`src/rtl/nn_layer_sequencer.sv`:
```
// rtl/nn_layer_sequencer.sv - loads one input sample, fires each start/done layer in order, presents the result
module nn_layer_sequencer #(
  parameter int NUM_LAYERS = 2,
  parameter int NUM_IN     = 1,
  parameter int OUT_W      = 8,
  parameter int TIMEOUT    = 63
) (
  input  logic                  clk,
  input  logic                  rst_n,
  input  logic [7:0]            in_data,
  input  logic                  in_valid,
  output logic                  in_ready,
  output logic [NUM_IN*8-1:0]   x_out,
  output logic [NUM_LAYERS-1:0] layer_start,
  input  logic [NUM_LAYERS-1:0] layer_done,
  input  logic [OUT_W-1:0]      y_in,
  output logic [OUT_W-1:0]      y_data,
  output logic                  y_valid,
  input  logic                  y_ready,
  output logic                  busy,
  output logic                  err
);

  localparam int CW = $clog2(NUM_IN + 1);
  localparam int IW = $clog2(NUM_LAYERS + 1);

  typedef enum logic [1:0] {S_LOAD, S_START, S_WAIT, S_OUTPUT} state_t;

  state_t                  state;
  state_t                  state_next;
  logic [CW-1:0]           cnt;
  logic [IW-1:0]           idx;
  logic [7:0]              tmo;
  logic [NUM_LAYERS-1:0]   idx_onehot;
  logic                    done_sel;
  logic                    last_byte;
  logic                    last_layer;
  logic                    tmo_hit;

  // Only the done bit of the layer currently being waited on matters.
  assign idx_onehot = NUM_LAYERS'(1) << idx;
  assign done_sel   = |(layer_done & idx_onehot);
  assign last_byte  = in_valid && (cnt == CW'(NUM_IN - 1));
  assign last_layer = (idx == IW'(NUM_LAYERS - 1));
  assign tmo_hit    = ({1'b0, tmo} + 9'd1) >= 9'(TIMEOUT);

  always_ff @(posedge clk or negedge rst_n) begin
    if (!rst_n) state <= S_LOAD;
    else        state <= state_next;
  end

  always_comb begin
    state_next = state;
    case (state)
      S_LOAD:   if (last_byte) state_next = S_START;
      S_START:  state_next = S_WAIT;
      S_WAIT: begin
        if (done_sel)     state_next = last_layer ? S_OUTPUT : S_START;
        else if (tmo_hit) state_next = S_LOAD;
      end
      S_OUTPUT: if (y_ready) state_next = S_LOAD;
      default:  state_next = S_LOAD;
    endcase
  end

  always_comb begin
    in_ready    = (state == S_LOAD);
    busy        = (state != S_LOAD);
    y_valid     = (state == S_OUTPUT);
    layer_start = (state == S_START) ? idx_onehot : '0;
  end

  always_ff @(posedge clk or negedge rst_n) begin
    if (!rst_n) begin
      x_out  <= '0;
      cnt    <= '0;
      idx    <= '0;
      tmo    <= '0;
      y_data <= '0;
      err    <= 1'b0;
    end else begin
      case (state)
        S_LOAD: begin
          if (in_valid) begin
            for (int k = 0; k < NUM_IN; k++)
              if (cnt == CW'(k)) x_out[8*k +: 8] <= in_data;
            cnt <= last_byte ? '0 : cnt + CW'(1);
            if (last_byte) idx <= '0;
          end
        end
        S_START: tmo <= '0;
        S_WAIT: begin
          // A done seen on the final counted cycle still wins over the timeout.
          if (done_sel) begin
            if (last_layer) y_data <= y_in;
            else            idx    <= idx + IW'(1);
          end else begin
            if (tmo != 8'hFF) tmo <= tmo + 8'd1;
            if (tmo_hit) begin
              err <= 1'b1;
              idx <= '0;
            end
          end
        end
        default: ;
      endcase
    end
  end

endmodule

```
`config.mk`:
```
export PLATFORM = sky130hd
export DESIGN_NAME = nn_layer_sequencer
export DESIGN_NICKNAME = d
export VERILOG_FILES = /design/src/rtl/nn_layer_sequencer.sv
export SDC_FILE = /design/constraint.sdc
export NUM_CORES = 1
export LEC_CHECK = 0
export BUFFER_PORTS_ARGS = -buffer_cell sky130_fd_sc_hd__buf_2
export CORE_ASPECT_RATIO = 0.9
export CORE_UTILIZATION = 40
export CTS_CLUSTER_SIZE = 28
export DETAILED_ROUTE_END_ITERATION = 10
export GPL_TIMING_DRIVEN = 0
export PLACE_DENSITY = 0.63
export SETUP_SLACK_MARGIN = 0.3
export SYNTH_ARGS = -nofsm -noshare
export SYNTH_HDL_FRONTEND = slang
export SYNTH_SLANG_ARGS = --single-unit
```
`constraint.sdc`:
```
create_clock -name clk -period 2.26 [get_ports clk]
set_clock_uncertainty 0.1 [all_clocks]
set_input_delay 0.226 -clock clk [delete_from_list [all_inputs] [get_ports clk]]
set_output_delay 0.226 -clock clk [all_outputs]
set_load 0.01 [all_outputs]
```
==> results of run 1 <==
## synthesized netlist by cell type, types with 3 or more instances
library cell | instances | area share
nand3_1 | 6 | 0.020
o21ai_1 | 3 | 0.0098
dfrtp_1 | 30 | 0.49
nand2_1 | 10 | 0.024
mux2_2 | 4 | 0.029
inv_1 | 8 | 0.020
and2_1 | 4 | 0.016
and3_1 | 3 | 0.012
ha_1 | 4 | 0.033
nor2_1 | 7 | 0.017
nand2b_1 | 3 | 0.012
nor3_1 | 4 | 0.013
mux2_1 | 12 | 0.088
## stage by stage
stage	instances	total power [mW]	area (um2)
3_5_place_dp	224	1.84	1810
4_1_cts	233	2.32	1930
6_report	235	2.33	1950
3_3_place_gp	224	1.80	1810
5_1_grt	235	2.52	1950
2_1_floorplan	137	1.50	1540
## how the worst max path moves through the flow
stage	endpoint	slack (ns)	cells after the start
2_1_floorplan	tmo[4]	0.37	6
3_3_place_gp	tmo[3]	0.26	6
3_5_place_dp	tmo[4]	0.22	6
4_1_cts	tmo[3]	0.31	5
5_1_grt	tmo[3]	0.28	6
6_report	tmo[3]	0.34	6
## state kept, by name, indices dropped and copies added (netlist names)
register	cells
cnt	1
idx	2
state	2
err	1
tmo	8
x_out	8
y_data	8
## logic make-up (layout without fill, tap and decap cells)
| family | after synthesis | after routing | share of synthesized area |
|---|---|---|---|
| AOI/OAI and AO/OA | 25 | 25 | 0.126 |
| xor gates and xnor gates | 1 | 1 | 0.00571 |
| adders and majority gates | 4 | 4 | 0.0326 |
| buffers and inverters | 12 | 66 | 0.0424 |
| DFF | 30 | 30 | 0.489 |
| muxes | 18 | 18 | 0.130 |
| and+or+nand+nor | 47 | 47 | 0.174 |
## power groups by stage
stage / combinational [mW] / sequential (mW) / clock, mW
after global placement: 0.942 / 0.857 / 0
after detailed placement: 0.976 / 0.868 / 0
after CTS: 1.00 / 0.864 / 0.459
after floorplan: 0.567 / 0.930 / 0
final: 1.03 / 0.864 / 0.440
after global routing: 1.14 / 0.896 / 0.483
## critical path, stage by stage (launching register included)
cell and delay [ns]:
dfrtp_1 0.40, inv_1 0.07, ha_2 0.20, a22o_4 0.27, a311o_1 0.32, and2_4 0.17, a211o_1 0.28
## what timing repair did
action,4_1_cts,5_1_grt
pin swaps,1,1
hold buffers,1,0
hold endpoints to repair,30,0
setup buffers,0,2
setup endpoints to repair,5,5
gates resized for setup,5,3
## cell type report
type                       count  area [um2]  share of cell area
sequential                    30         752               0.386
clock buffer                   6        82.6              0.0423
multi-input combinational     95         743               0.381
inverter                       8        30.0              0.0154
clock inverter                 2        12.5             0.00641
buffer                         4        35.0              0.0180
timing repair buffer          46         240               0.123
tap                           44        55.1              0.0282
## layer usage
layer  global-route usage  vias up
li1                     -      606
met1                0.213      586
met2                0.297       36
met3               0.0508        5
met4               0.0729        0
met5                    0        -
==> results.txt, run 1 <==
----------------------------------------------------
[Status]
  Result of the run ... complete, no violations

[Power]
  Pwr/cell area ... 1200 mW/mm2
  Register share of total power ... 0.370
  Power dissipated by switching net loads ... 0.855 mW
  Leakage power figure ... 0.949 nW
  Cell internal pwr ... 1.48 mW
  Worst voltage drop across the vdd grid ... 0.571 mV
  Fraction of power consumed by combinational cells ... 0.441
  Clock network fraction of total power ... 0.189
  Net switching fraction of the power ... 0.366

[Detailed routing]
  Aggregate routed wire length ... 3130 um
  Final routed wire length divided by cell count ... 13.3 um
  Violation count after the first detailed-route iteration ... 43
  Detailed-route via count ... 1233
  Detail Route Antenna Nets ... 0
  Number of DRC violations after detailed routing ... 0
  Met1 Wirelength ... 1400 um
  Met3 Wirelength ... 189 um
  Highest routed layer ... met4
  DR pass1 iterations ... 4
  Met2 routed WL ... 1510 um
  Routed vias/inst ... 5.25

[Synth]
  Post-synthesis net count ... 163
  Combined area of all synthesized cells ... 0.00154 mm2
  Primary flip-flop cell chosen by synthesis mapping ... dfrtp_1
  Number of distinct library cells after synthesis ... 45
  Average cell area after synthesis ... 11.2 um2
  Synthesized flop and latch total ... 30
  Portion of the post-synthesis area used by sequential elements ... 0.489
  Async set-reset flop share out of synthesis ... 1.00
  Post-synth EDFFs ... 0
  Number of cells produced by synthesis ... 137
  Warnings, synthesis ... 0

[Die]
  Effective utilization at floorplan ... 0.435
  Vertical extent of the die ... 60.8 um
  Die boundary width ... 67.3 um
  Placeable core area ... 0.00353 mm2
  Area enclosed by the die boundary ... 0.00409 mm2
  Number of I/O pins ... 44
  # rows ... 20

[Setup path]
  Reg-to-reg setup timing slack ... 0.34 ns
  Kind of start point of the critical path ... register
  Crit Path Max Fanout ... 5
  WS Path Type ... reg2reg
  Depth of the worst register-to-register path ... 6
  Setup crit start ... idx[0]
  Arrival time of data at the critical path endpoint ... 1.98 ns
  End of the worst register-to-register path ... tmo[3]
  Start of the worst register-to-register path ... idx[0]
  Data required time at the worst endpoint ... 2.32 ns
  Endpoint kind of the worst setup timing path ... register

[Cells and area]
  Signed area change from the synthesized netlist to the final layout ... 27.1%
  Most common library cell in the layout ignoring fill and taps ... buf_2
  Filler Cells Inserted ... 326
  Most frequent cells in the layout ... buf_2, dfrtp_1, mux2_1
  Finished Core Util ... 0.553
  Final #Nets ... 216
  Fraction of final layout cells with drive strength greater than 1 ... 0.377
  Ant. Diodes ... 0

[CTS]
  Total CTS buffers ... 5
  Count of clock tree sinks ... 30
  Max H-tree Level ... 2
  Maximum clock path buffer count ... 2
  Latest clock arrival within the worst-skew pair ... 0.28 ns
  Reg clk slew, reported paths ... 0.07 ns
  Clock tree from TritonCTS ... done
  CTS root buffer ... clkbuf_8

[GRT]
  Wire length of the first global-routing pass ... 5380 um
  Pin count of the biggest net entering global routing ... 31
  Number of antenna violations at the first check in global routing ... 0
  Global route total overflow ... 0
  Via count of the first global-routing pass ... 1274
  Overall track demand over capacity in global routing ... 0.176

[STA]
  Post-route setup slack ... 0.340 ns
  Post-route minimum period ... 1.92 ns
  Unrepaired setup endpoints after global routing ... true
  Max Slew Vio Count ... 0
  Number of hold violations in the final report ... 0
  Worst slew slack as a fraction of its limit ... 0.561
  Accumulated negative setup slack ... 0 ns
  Max Freq ... 521 MHz
  Worst Max-Slew Pin Slew ... 0.658 ns
  Share of the clock period used by the worst path after layout ... 0.849
  Final-report setup violation count ... 0
  Final-layout worst hold slack ... 0.0579 ns

[Placed design]
  Count of buffers inserted at the top-level ports ... 43
  HPWL after detailed placement ... 2360 um
  Routability Congestion ... 0.823
  Setup slack after placement ... 0.222 ns

[Worst hold path]
  Startpoint of the worst hold path ... y_in[6]
  Endpoint with the worst hold slack ... y_data[6]
  Hold Path Cell Cnt ... 2
  Path type of the worst min-delay path ... in2reg

[Job]
  Total of max-cap violations ... 0

----------------------------------------------------
(Power assumes the default switching activity.)
==> run 2: changes to the inputs <==
Settings changed: PLACE_DENSITY 0.63 to 0.66.
Clock period 2.26 ns to 1.65 ns, I/O delays scaled along.
==> run 2 against run 1 <==
The flow now finishes with violations (setup timing). Clock power is 35% higher. Routed wire length up 14%. Non-clock buffer count is 11 higher. Cell count increased by 4.7%. Combinational power rose by 120%. Critical path depth did not move. Via count increased by 5.8%. Clock-buffer cell count rose by 1. First-iteration DRC count decreased by 4.7%. Global-route usage is 0.79 points higher. Total power grew 72%. Largest cell class is now multi-input gates.
==> results.txt, run 2 (synthesis gave the netlist of run 1 again) <==
----------------------------------------------------
[GRT]
  Global route total overflow ... 0
  Pin count of the biggest net entering global routing ... 31
  Wire length of the first global-routing pass ... 5520 um
  Via count of the first global-routing pass ... 1248
  Number of antenna violations at the first check in global routing ... 0
  Overall track demand over capacity in global routing ... 0.184

[Placed design]
  Setup slack after placement ... -0.264 ns
  HPWL after detailed placement ... 2370 um
  Placed instance area ... 0.00186 mm2
  Routability Congestion ... 0.854
  Placed insts ... 224
  Count of buffers inserted at the top-level ports ... 43

[CTS]
  Max H-tree Level ... 2
  CTS root buffer ... clkbuf_8
  Count of clock tree sinks ... 30
  Maximum clock path buffer count ... 2
  Clock tree from TritonCTS ... done
  Latest clock arrival within the worst-skew pair ... 0.27 ns
  Total CTS buffers ... 5
  Reg clk slew, reported paths ... 0.06 ns

[Setup path]
  Kind of start point of the critical path ... register
  Data required time at the worst endpoint ... 1.71 ns
  Crit Path Max Fanout ... 3
  Arrival time of data at the critical path endpoint ... 1.93 ns
  Crit-path slowest cell ... dfrtp_1
  Bufs and invs on worst path ... 1
  Endpoint kind of the worst setup timing path ... register
  List of cells traversed by the critical path ... buf_6 -> ha_4 -> a22o_4 -> a311o_1 -> and2_4 -> a211o_1
  Start of the worst register-to-register path ... idx[0]
  Setup crit start ... idx[0]
  CP peak stage delay ... 0.38 ns
  WS Path Type ... reg2reg
  Cell family with most CP delay ... compound AO/OA/AOI/OAI gates

[Detailed routing]
  Number of DRC violations after detailed routing ... 0
  Detail Route Antenna Nets ... 0
  Routed vias/inst ... 5.30
  Aggregate routed wire length ... 3560 um
  DR pass1 iterations ... 4
  Detailed-route via count ... 1304
  Violation count after the first detailed-route iteration ... 41
  Final routed wire length divided by cell count ... 14.5 um

[Cells and area]
  Signed area change from the synthesized netlist to the final layout ... 48.1%
  Count of placed standard cells in the final layout, fillers left out ... 246
  Ant. Diodes ... 0
  Fraction of final layout cells with drive strength greater than 1 ... 0.540
  Filler Cells Inserted ... 296
  Most frequent cells in the layout ... buf_2, dfrtp_1, mux2_4
  Most common library cell in the layout ignoring fill and taps ... buf_2
  Registers with the most flip-flops ... tmo x8, x_out x8, y_data x8
  Final #Nets ... 227
  Final standard cell area without fillers ... 0.00227 mm2
  Finished Core Util ... 0.644

[Die]
  Placeable core area ... 0.00353 mm2
  Area enclosed by the die boundary ... 0.00409 mm2
  Effective utilization at floorplan ... 0.435
  Number of I/O pins ... 44
  # rows ... 20
  Die boundary width ... 67.3 um
  Vertical extent of the die ... 60.8 um

[Power]
  Sum of internal, switching and leakage power ... 4.00 mW
  Pwr/cell area ... 1760 mW/mm2
  Worst voltage drop across the vdd grid ... 0.990 mV
  Leakage power figure ... 1.09 nW

[STA]
  Worst Max-Slew Pin Slew ... 0.666 ns
  Worst slew slack as a fraction of its limit ... 0.556
  Unrepaired setup endpoints after global routing ... true
  Number of hold violations in the final report ... 0
  Max Freq ... 536 MHz
  Final-layout worst hold slack ... 0.0178 ns
  Accumulated negative setup slack ... -2.95 ns
  Share of the clock period used by the worst path after layout ... 1.13
  Post-route minimum period ... 1.87 ns
  Final-report setup violation count ... 20
  Post-route setup slack ... -0.216 ns
  Max Slew Vio Count ... 0

[Status]
  Violated checks ... setup timing
  Result of the run ... complete, but fails checks

[Worst hold path]
  Path type of the worst min-delay path ... in2reg
  Startpoint of the worst hold path ... in_data[3]

[Job]
  Total of max-cap violations ... 0

----------------------------------------------------
## run 2: cell count changes in the layout (fill, tap and decap cells not counted), sizes merged
cell      delta
clkbuf       +1
buf         +11
clkinvlp     -1
## run 2: final timing paths
path / cells after the start / slack (ns) / end
setup / recovery: 6 / -0.22 / tmo[4]
hold / removal: 2 / 0.02 / x_out[3]
setup reg to reg: 6 / -0.22 / tmo[4]
hold reg to reg: 1 / 0.36 / err
max in group asynchronous: 2 / 0.61 / tmo[0]
min in group asynchronous: 2 / 0.36 / y_data[4]
## run 2: worst reg2reg max path, delay by kind of cell (launching register included)
kind	cells	cell delay, ns
compound gates	3	0.83
flops	1	0.38
simple gates	1	0.17
fa+ha+maj	1	0.15
buf+inv	1	0.13
## run 2: repair_timing
item,4_1_cts,5_1_grt
endpoints found under the setup margin,34,34
resized for setup,31,16
setup buffers,9,4
endpoints found under the hold margin,30,0
gates cloned,0,0
hold buffers,1,0
pin swaps,8,5
## run 2: layout make-up
class / instances / area, um2 / share of cell area
plain buffers: 4 / 48.8 / 0.0215
clock buffers: 7 / 86.3 / 0.0380
clock inverters: 1 / 5.00 / 0.00220
inverters: 8 / 40.0 / 0.0176
multi-input cells: 95 / 891 / 0.392
flip-flops and latches: 30 / 753 / 0.331
well taps: 44 / 55.1 / 0.0242
repair buffers: 57 / 394 / 0.173
## run 2: where the power goes
part	switching (mW)	total, mW	internal, mW
sequential	0.174	1.19	1.01
clock	0.259	0.595	0.336
combinational	0.989	2.22	1.23
total	1.42	4.00	2.58
## run 2: layer usage
layer  up-vias  track usage  wire length [um]
met2        23        0.326              1800
met4         0       0.0669                41
li1        628            -                 -
met3         5       0.0489               110
met1       648        0.216              1610
met5         -            0                 0
